==> config.mk <==
export PLATFORM = sky130hd
export DESIGN_NAME = trk_code_car_nco
export DESIGN_NICKNAME = d
export VERILOG_FILES = /design/src/rtl/trk_code_car_nco.sv
export SDC_FILE = /design/constraint.sdc
export NUM_CORES = 1
export LEC_CHECK = 0
export ABC_AREA = 1
export BUFFER_PORTS_ARGS = -buffer_cell sky130_fd_sc_hd__buf_2
export CAP_MARGIN = 20
export CORE_ASPECT_RATIO = 2
export CORE_MARGIN = 2
export CORE_UTILIZATION = 35
export DETAILED_ROUTE_END_ITERATION = 7
export GPL_TIMING_DRIVEN = 0
export SLEW_MARGIN = 25
export SYNTH_ARGS = -nofsm -noshare
export SYNTH_HDL_FRONTEND = slang
export SYNTH_SLANG_ARGS = --single-unit
==> constraint.sdc <==
create_clock -name rx_clk -period 5.5 [get_ports rx_clk]
set_input_delay 0 -clock rx_clk [delete_from_list [all_inputs] [get_ports rx_clk]]
set_output_delay 0 -clock rx_clk [all_outputs]
set_load 0.005 [all_outputs]
==> src/rtl/trk_code_car_nco.sv <==
// Tracking-channel code/carrier NCO pair.
// Two 32-bit phase accumulators: the carrier accumulator feeds car_phase,
// and the code accumulator's carry steps the chip index. FCWs are sampled
// on start and on every code epoch, so each integration period runs at a
// constant rate.
// Optional: define TRK_NCO_EPOCH_CNT_EN to add the 16-bit epoch_cnt output.
module trk_code_car_nco #(
  parameter int unsigned CODE_LEN    = 2046,
  parameter int unsigned CHIP_W      = 11,
  parameter int unsigned CAR_PHASE_W = 8
) (
  input  logic                   rx_clk,
  input  logic                   rx_rst,
  input  logic                   nco_start,
  input  logic                   nco_stop,
  input  logic [31:0]            tx_prn_fcw,
  input  logic [31:0]            tx_car_fcw,
  output logic                   nco_run,
  output logic [CAR_PHASE_W-1:0] car_phase,
  output logic [CHIP_W-1:0]      code_chip_idx,
  output logic [7:0]             code_phase_frac,
  output logic                   chip_stb,
  output logic                   rx_prn_sop
`ifdef TRK_NCO_EPOCH_CNT_EN
  ,
  output logic [15:0]            epoch_cnt
`endif
);

  localparam int unsigned ACC_W    = 32;
  localparam int unsigned LAST_IDX = CODE_LEN - 1;

  typedef enum logic {
    S_IDLE = 1'b0,
    S_RUN  = 1'b1
  } state_t;

  state_t              state_q, state_d;
  logic [ACC_W-1:0]    car_acc_q, car_acc_d;
  logic [ACC_W-1:0]    code_acc_q, code_acc_d;
  logic [ACC_W-1:0]    car_fcw_act_q, car_fcw_act_d;
  logic [ACC_W-1:0]    prn_fcw_act_q, prn_fcw_act_d;
  logic [CHIP_W-1:0]   chip_idx_q, chip_idx_d;
  logic                chip_stb_q, chip_stb_d;
  logic                sop_q, sop_d;

  logic                start_c;
  logic                running_c;
  logic [ACC_W:0]      code_sum_c;
  logic                carry_c;
  logic                epoch_c;

  // Start is honoured only from IDLE and only when stop is not also requested.
  assign start_c   = (state_q == S_IDLE) && nco_start && !nco_stop;
  assign running_c = (state_q == S_RUN) && !nco_stop;

  // 33-bit code accumulation; the carry marks a chip advance.
  assign code_sum_c = {1'b0, code_acc_q} + {1'b0, prn_fcw_act_q};
  assign carry_c    = code_sum_c[ACC_W];
  assign epoch_c    = carry_c && (chip_idx_q == CHIP_W'(LAST_IDX));

  // State register.
  always_ff @(posedge rx_clk or posedge rx_rst) begin
    if (rx_rst) state_q <= S_IDLE;
    else        state_q <= state_d;
  end

  // Next-state: stop always wins, start only leaves IDLE.
  always_comb begin
    state_d = state_q;
    case (state_q)
      S_IDLE:  if (start_c)  state_d = S_RUN;
      S_RUN:   if (nco_stop) state_d = S_IDLE;
      default: state_d = S_IDLE;
    endcase
  end

  // Datapath next values: accumulate while running, clear otherwise.
  always_comb begin
    car_acc_d     = '0;
    code_acc_d    = '0;
    car_fcw_act_d = car_fcw_act_q;
    prn_fcw_act_d = prn_fcw_act_q;
    chip_idx_d    = '0;
    chip_stb_d    = 1'b0;
    sop_d         = 1'b0;
    if (running_c) begin
      car_acc_d  = car_acc_q + car_fcw_act_q;
      code_acc_d = code_sum_c[ACC_W-1:0];
      chip_stb_d = carry_c;
      sop_d      = epoch_c;
      chip_idx_d = chip_idx_q;
      if (epoch_c)      chip_idx_d = '0;
      else if (carry_c) chip_idx_d = chip_idx_q + CHIP_W'(1);
      // New rates take effect on the accumulation after the epoch edge.
      if (epoch_c) begin
        car_fcw_act_d = tx_car_fcw;
        prn_fcw_act_d = tx_prn_fcw;
      end
    end else if (start_c) begin
      car_fcw_act_d = tx_car_fcw;
      prn_fcw_act_d = tx_prn_fcw;
    end
  end

  // Datapath registers.
  always_ff @(posedge rx_clk or posedge rx_rst) begin
    if (rx_rst) begin
      car_acc_q     <= '0;
      code_acc_q    <= '0;
      car_fcw_act_q <= '0;
      prn_fcw_act_q <= '0;
      chip_idx_q    <= '0;
      chip_stb_q    <= 1'b0;
      sop_q         <= 1'b0;
    end else begin
      car_acc_q     <= car_acc_d;
      code_acc_q    <= code_acc_d;
      car_fcw_act_q <= car_fcw_act_d;
      prn_fcw_act_q <= prn_fcw_act_d;
      chip_idx_q    <= chip_idx_d;
      chip_stb_q    <= chip_stb_d;
      sop_q         <= sop_d;
    end
  end

  assign nco_run         = (state_q == S_RUN);
  assign car_phase       = car_acc_q[ACC_W-1 -: CAR_PHASE_W];
  assign code_chip_idx   = chip_idx_q;
  assign code_phase_frac = code_acc_q[ACC_W-1 -: 8];
  assign chip_stb        = chip_stb_q;
  assign rx_prn_sop      = sop_q;

`ifdef TRK_NCO_EPOCH_CNT_EN
  logic [15:0] epoch_cnt_q, epoch_cnt_d;

  // Epoch counter: counts code periods while running, cleared in IDLE.
  always_comb begin
    epoch_cnt_d = '0;
    if (running_c) epoch_cnt_d = epoch_cnt_q + 16'(epoch_c);
  end

  // Epoch counter register.
  always_ff @(posedge rx_clk or posedge rx_rst) begin
    if (rx_rst) epoch_cnt_q <= '0;
    else        epoch_cnt_q <= epoch_cnt_d;
  end

  assign epoch_cnt = epoch_cnt_q;
`endif

endmodule

==> results of run 1 <==
-- how the worst max path moves through the flow --
stage                startpoint                 to  slack [ns]  cells after the start
6_report       prn_fcw_act_q[0]  car_fcw_act_q[12]        2.85                     15
5_1_grt        prn_fcw_act_q[0]  car_fcw_act_q[11]        2.64                     15
4_1_cts        prn_fcw_act_q[0]  car_fcw_act_q[12]        2.79                     15
3_5_place_dp   prn_fcw_act_q[0]  car_fcw_act_q[12]        2.80                     15
3_3_place_gp             rx_rst   code_chip_idx[3]       -0.22                      2
2_1_floorplan            rx_rst       car_acc_q[0]        1.69                      1
-- through the flow --
step                hold WS (ns)  std cells  TNS (ns)
finish                     0.140       1820         0
floorplan                  0.110       1283         0
detailed placement         0.133       1725         0
CTS                        0.136       1820         0
global placement           0.195       1724    -28.43
global route               0.208       1820         0
-- cell usage after synthesis (all sizes together) --
cell type    n  area share
a21oi      114       0.061
a21o         5      0.0040
nor3        19       0.010
xor2         2      0.0019
or2          4      0.0027
buf         34       0.031
o21bai       8      0.0064
dfrtp      142        0.38
nor2       155       0.062
nor3b        1     0.00080
fa           2      0.0043
inv         96       0.038
o21ai       76       0.041
a31oi        1     0.00067
clkbuf       9      0.0036
nand4        6      0.0040
nand2      409        0.17
nand3      111       0.077
nand3b       4      0.0032
o21a         3      0.0024
ha          65       0.087
xnor2        8      0.0075
and3         1     0.00067
nor4         6      0.0040
a21boi       2      0.0016
-- worst max-delay path, cell delays in order (launching register included) --
cell and delay [ns]:
dfrtp_1 0.43, ha_1 0.27, fa_1 0.44, nand2_1 0.10, nand2_1 0.06, nand3_1 0.10, nand2_2 0.11, nand2_1 0.09
nand2_2 0.09, nand2_2 0.07, nand2_2 0.11, nand3_4 0.11, nand2_4 0.16, buf_6 0.21, nand2_1 0.10, nand2_1 0.06
-- area by class of cell --
cell class	count	area share
multi-input combinational	1002	0.446
inverter	96	0.0320
timing repair buffer	163	0.101
clock buffer	20	0.0388
buffer	43	0.0281
sequential	142	0.309
tap	344	0.0374
clock inverter	10	0.00815
-- state kept, by name (all words and copies together) (netlist names) --
register and count:
code_acc_q 32, rx_prn_sop 1, prn_fcw_act_q 32, car_fcw_act_q 32
code_chip_idx 11, nco_run 1, chip_stb 1, car_acc_q 32
-- cells by family (layout without fill, tap and decap cells) --
logic type,count (synthesis),in the layout,share of synthesized area
AND/OR/NAND/NOR,716,716,0.331
AO/OA/AOI/OAI,209,209,0.117
flip-flops,142,142,0.379
buffers and inverters,139,332,0.0730
adder cells (fa/ha/maj),67,67,0.0911
XOR/XNOR,10,10,0.00935
-- layer usage --
| layer | up-vias | share of wire | track usage | routed length [um] |
|---|---|---|---|---|
| met1 | 4103 | 0.34 | 0.193 | 10300 |
| met2 | 200 | 0.56 | 0.428 | 16800 |
| li1 | 4553 | - | - | - |
| met4 | 0 | 0.076 | 0.158 | 2290 |
| met5 | - | 0 | 0 | 0 |
| met3 | 91 | 0.023 | 0.0313 | 697 |
-- power by group --
| part | switching [mW] | internal (mW) | total [mW] |
|---|---|---|---|
| Combinational | 0.536 | 0.316 | 0.852 |
| Sequential | 0.0923 | 1.17 | 1.26 |
| Clock | 0.471 | 0.626 | 1.10 |
| Total | 1.10 | 2.11 | 3.21 |
==> key figures, run 1 <==
Outcome
  • Status: finished clean

Routing
  • Routed Antenna Nets: 0
  • Iteration-0 DRC Markers: 573
  • Drt first pass iters: 5
  • Total routed wirelength: 30,000 um
  • Residual DRC count: 0
  • Vias per inst: 4.92
  • WL/cell: 16.5 um
  • Vias: 8,947

Finish
  • Layout Utilization: 0.438
  • Most common cell after layout, fill and taps aside: nand2_1
  • Fillers: 2,773
  • Storage element area: 3550 sq um
  • Area of the multi-input gates: 5130 sq um
  • Share of cells above drive strength 1: 0.138
  • Most frequent cells in the layout: nand2_1, nor2_1, dfrtp_1
  • Syn-to-layout area delta: 22.9%
  • Post-route cell area: 11,500 sq um
  • Diode count: 0
  • Nets: 1,600

Pwr
  • Overall Power: 3.21 mW
  • Lkg Pwr: 5.93 nW
  • Peak VDD IR: 0.240 mV
  • PwrDens: 279 nW/um^2

Timing
  • RSZ-0062 raised after global routing: false
  • Fin. Hold Viols: 0
  • Layout Skew: 0.0100 ns
  • Fin crit period: 2.65 ns
  • Fmax: 377 MHz
  • Max Slew Vio Count: 0
  • Final worst-path cycle share: 0.482
  • Worst Tran Pin Value: 0.825 ns
  • Setup Viol. Count Final: 0
  • Max-slew headroom: 0.450
  • Final WS setup: 2.85 ns

Logic synthesis
  • Synth Area per Inst: 7.30 sq um
  • Seq cells post-synth: 142
  • Ys Warns: 0
  • Syn Nets: 1,418
  • Cell count after synthesis: 1,283
  • Synth unique cells: 35
  • Register area share after synthesis: 0.379
  • Mapped cell area: 9370 sq um

Clocking
  • Clock Latency Late Sink: 0.45 ns
  • CTS tree: yes
  • Post_cts resized: 0
  • CTS H-tree lvls: 4
  • Setup bufs post-CTS: 0
  • Max clock buf depth: 2
  • Hold_buf cts: 65
  • Cts bufs inserted: 17
  • Clk slew on worst S/H paths: 0.06 ns
  • Root buf cell: clkbuf_16
  • Clk sink count: 142

GRT
  • Vias in the first global route: 8,998
  • Largest net degree at the start of global routing: 79
  • Grt ovf: 0
  • First-pass GRT wire length: 46,500 um
  • Total GRT Usage: 0.217
  • Initial antenna violation count: 0

Floorplan
  • Die Y-Extent: 235 um
  • Core area: 26,300 sq um
  • Die Area: 28,200 sq um
  • Io pins: 98
  • Die width: 120 um
  • Row Count: 84
  • Starting Density: 0.357

Flow run
  • Max cap viols: 0

Placement
  • DP Worst Slack: 2.80 ns
  • DP HPWL: 23,600 um
  • Routability cong.: 0.963
  • Placed Area: 10,300 sq um
  • # port buffers: 97

Critical path
  • WP data arrival: 2.98 ns
  • Worst reg-to-reg path cell count: 15
  • CP endpoint kind: register
  • Reg2reg end: car_fcw_act_q[12]
  • R2r setup slk: 2.85 ns
  • CP required: 5.83 ns
  • R2R Path Start: prn_fcw_act_q[0]
  • Critical path fanouts, max: 10
  • Setup CP Type: register to register
  • CP startpoint kind: register

Min path
  • WHS Path Cells: 4
  • Hold Path Origin: nco_stop
  • Hold Crit Endpoint: car_acc_q[0]
  • Worst Hold Class: primary input to register
No activity file was read; power rests on OpenSTA's default activity.
==> inputs of run 2 (changes only) <==
clock period = 2.15 ns   (was 5.5 ns; I/O delays follow)
==> key figures, run 2 (same netlist as run 1, synthesis figures left out) <==
Clocking
  • Max clock buf depth: 2
  • Cts bufs inserted: 17
  • Root buf cell: clkbuf_16
  • Clk slew on worst S/H paths: 0.06 ns
  • Clock Latency Late Sink: 0.45 ns
  • CTS tree: yes
  • CTS H-tree lvls: 4
  • Clk sink count: 142

GRT
  • Initial antenna violation count: 0
  • Vias in the first global route: 9,375
  • Largest net degree at the start of global routing: 32
  • Total GRT Usage: 0.227
  • Grt ovf: 0
  • First-pass GRT wire length: 48,600 um

Timing
  • Worst Tran Pin Value: 0.686 ns
  • Fin. Hold Viols: 0
  • Setup TNS: -7.88 ns
  • Max-slew headroom: 0.543
  • Fin crit period: 2.30 ns
  • Layout Skew: 0.0120 ns
  • Setup Viol. Count Final: 76
  • Final worst-path cycle share: 1.07
  • Final WS setup: -0.149 ns
  • Max Slew Vio Count: 0
  • Fmax: 435 MHz
  • RSZ-0062 raised after global routing: true

Floorplan
  • Io pins: 98
  • Core area: 26,300 sq um
  • Die width: 120 um
  • Die Area: 28,200 sq um
  • Row Count: 84
  • Die Y-Extent: 235 um
  • Starting Density: 0.357

Pwr
  • Logic pwr share: 0.288
  • Lkg Pwr: 6.22 nW
  • Seq pwr share: 0.373
  • NetSw: 3.05 mW
  • Int Pwr: 5.77 mW
  • Peak VDD IR: 0.584 mV
  • Net Sw Frac: 0.346
  • PwrDens: 699 nW/um^2
  • Clk pwr share: 0.339

Finish
  • Fillers: 2,654
  • Diode count: 0
  • Share of cells above drive strength 1: 0.240
  • Nets: 1,625
  • Area of the multi-input gates: 5780 sq um
  • Syn-to-layout area delta: 34.6%
  • Most common cell after layout, fill and taps aside: nand2_1
  • Most frequent cells in the layout: nand2_1, nor2_1, dfrtp_1
  • Layout Utilization: 0.480
  • Storage element area: 3560 sq um

Critical path
  • CP startpoint kind: register
  • Crit-path max cell delay: 0.46 ns
  • CP endpoint kind: register
  • Setup CP Type: register to register
  • R2R Path Start: prn_fcw_act_q[0]
  • CP required: 2.49 ns
  • Critical path cell sequence: ha_4 > fa_2 > nand2_2 > nand2_2 > nand3_2 > nand2_2 > nand2_2 > nand2_2 > nand2_2 > nand2_4 > nand3_4 > nand2_8 > buf_12 > clkbuf_16 > nand2_2 > nand2_2
  • R2r setup slk: -0.15 ns
  • Crit-path slowest cell: dfrtp_2
  • Worst reg-to-reg path cell count: 16
  • Most used cell, CP: nand2_2
  • WP data arrival: 2.63 ns
  • Reg2reg end: prn_fcw_act_q[18]
  • Critical path fanouts, max: 6

Placement
  • DP Worst Slack: -0.554 ns
  • DP HPWL: 24,100 um
  • # port buffers: 97
  • Routability cong.: 0.929

Outcome
  • Status: finished, violations left
  • Failing checks: negative setup slack

Min path
  • Hold Crit Endpoint: code_chip_idx[3]
  • Hold Path Origin: nco_stop
  • WHS Path Cells: 4
  • Worst Hold Class: primary input to register

Routing
  • Routed Antenna Nets: 0
  • Iteration-0 DRC Markers: 418
  • Total routed wirelength: 31,600 um
  • Vias: 9,150
  • WL/cell: 17.1 um
  • Residual DRC count: 0
  • Vias per inst: 4.95
  • Drt first pass iters: 5

Flow run
  • Max cap viols: 0
==> run 2: worst max path at each step <==
stage / slack (ns) / to / from
2_1_floorplan: 0.04 / prn_fcw_act_q[17] / prn_fcw_act_q[0]
3_3_place_gp: -0.68 / prn_fcw_act_q[9] / rx_rst
3_5_place_dp: -0.55 / car_fcw_act_q[12] / prn_fcw_act_q[0]
4_1_cts: -0.22 / car_fcw_act_q[18] / prn_fcw_act_q[0]
5_1_grt: -0.23 / car_fcw_act_q[31] / prn_fcw_act_q[0]
6_report: -0.15 / prn_fcw_act_q[18] / prn_fcw_act_q[0]
==> run 2: final cells by class <==
type / count / share of cell area
multi-input cells: 1002 / 0.458
flip-flops and latches: 142 / 0.282
repair buffers: 189 / 0.121
clock buffers: 18 / 0.0348
well taps: 344 / 0.0341
plain buffers: 42 / 0.0297
inverters: 96 / 0.0289
clock inverters: 14 / 0.0114
==> run 2: per-layer routing <==
layer | vias up | share of wire | track usage
li1 | 4607 | - | -
met1 | 4225 | 0.33 | 0.205
met2 | 213 | 0.56 | 0.447
met3 | 105 | 0.027 | 0.0303
met4 | 0 | 0.081 | 0.162
met5 | - | 0 | 0
==> run 2: power groups by stage <==
stage	Sequential [mW]	Clock [mW]	Combinational, mW
finish	3.28	2.99	2.54
global route	3.32	3.17	2.83
CTS	3.25	3.05	2.31
detailed placement	3.28	0	2.10
global placement	3.28	0	2.05
floorplan	3.19	0	1.51
==> run 2: critical path: cells and delay by family (launching register included) <==
kind / cells / cell delay (ns)
adders and majority gates: 2 / 0.53
buffers and inverters: 2 / 0.34
DFF: 1 / 0.46
and+or+nand+nor: 12 / 0.85
==> run 2: metrics by stage <==
| step | hold WS (ns) | instance area, sq um | cells | power (mW) |
|---|---|---|---|---|
| final | 0.00401 | 12600 | 1847 | 8.82 |
| after global routing | 0.0272 | 12600 | 1847 | 9.32 |
| after global placement | 0.195 | 10300 | 1724 | 5.33 |
| after detailed placement | 0.00563 | 10400 | 1729 | 5.38 |
| after floorplan | 0.110 | 9370 | 1283 | 4.70 |
| after CTS | 0.0735 | 12100 | 1840 | 8.61 |
==> run 2: repair_timing <==
action	4_1_cts	5_1_grt
hold buffers	65	0
cloned	3	1
setup buffers	11	7
gates resized for setup	72	119
hold endpoints to repair	128	0
pin swaps	22	11
setup endpoints to repair	99	106
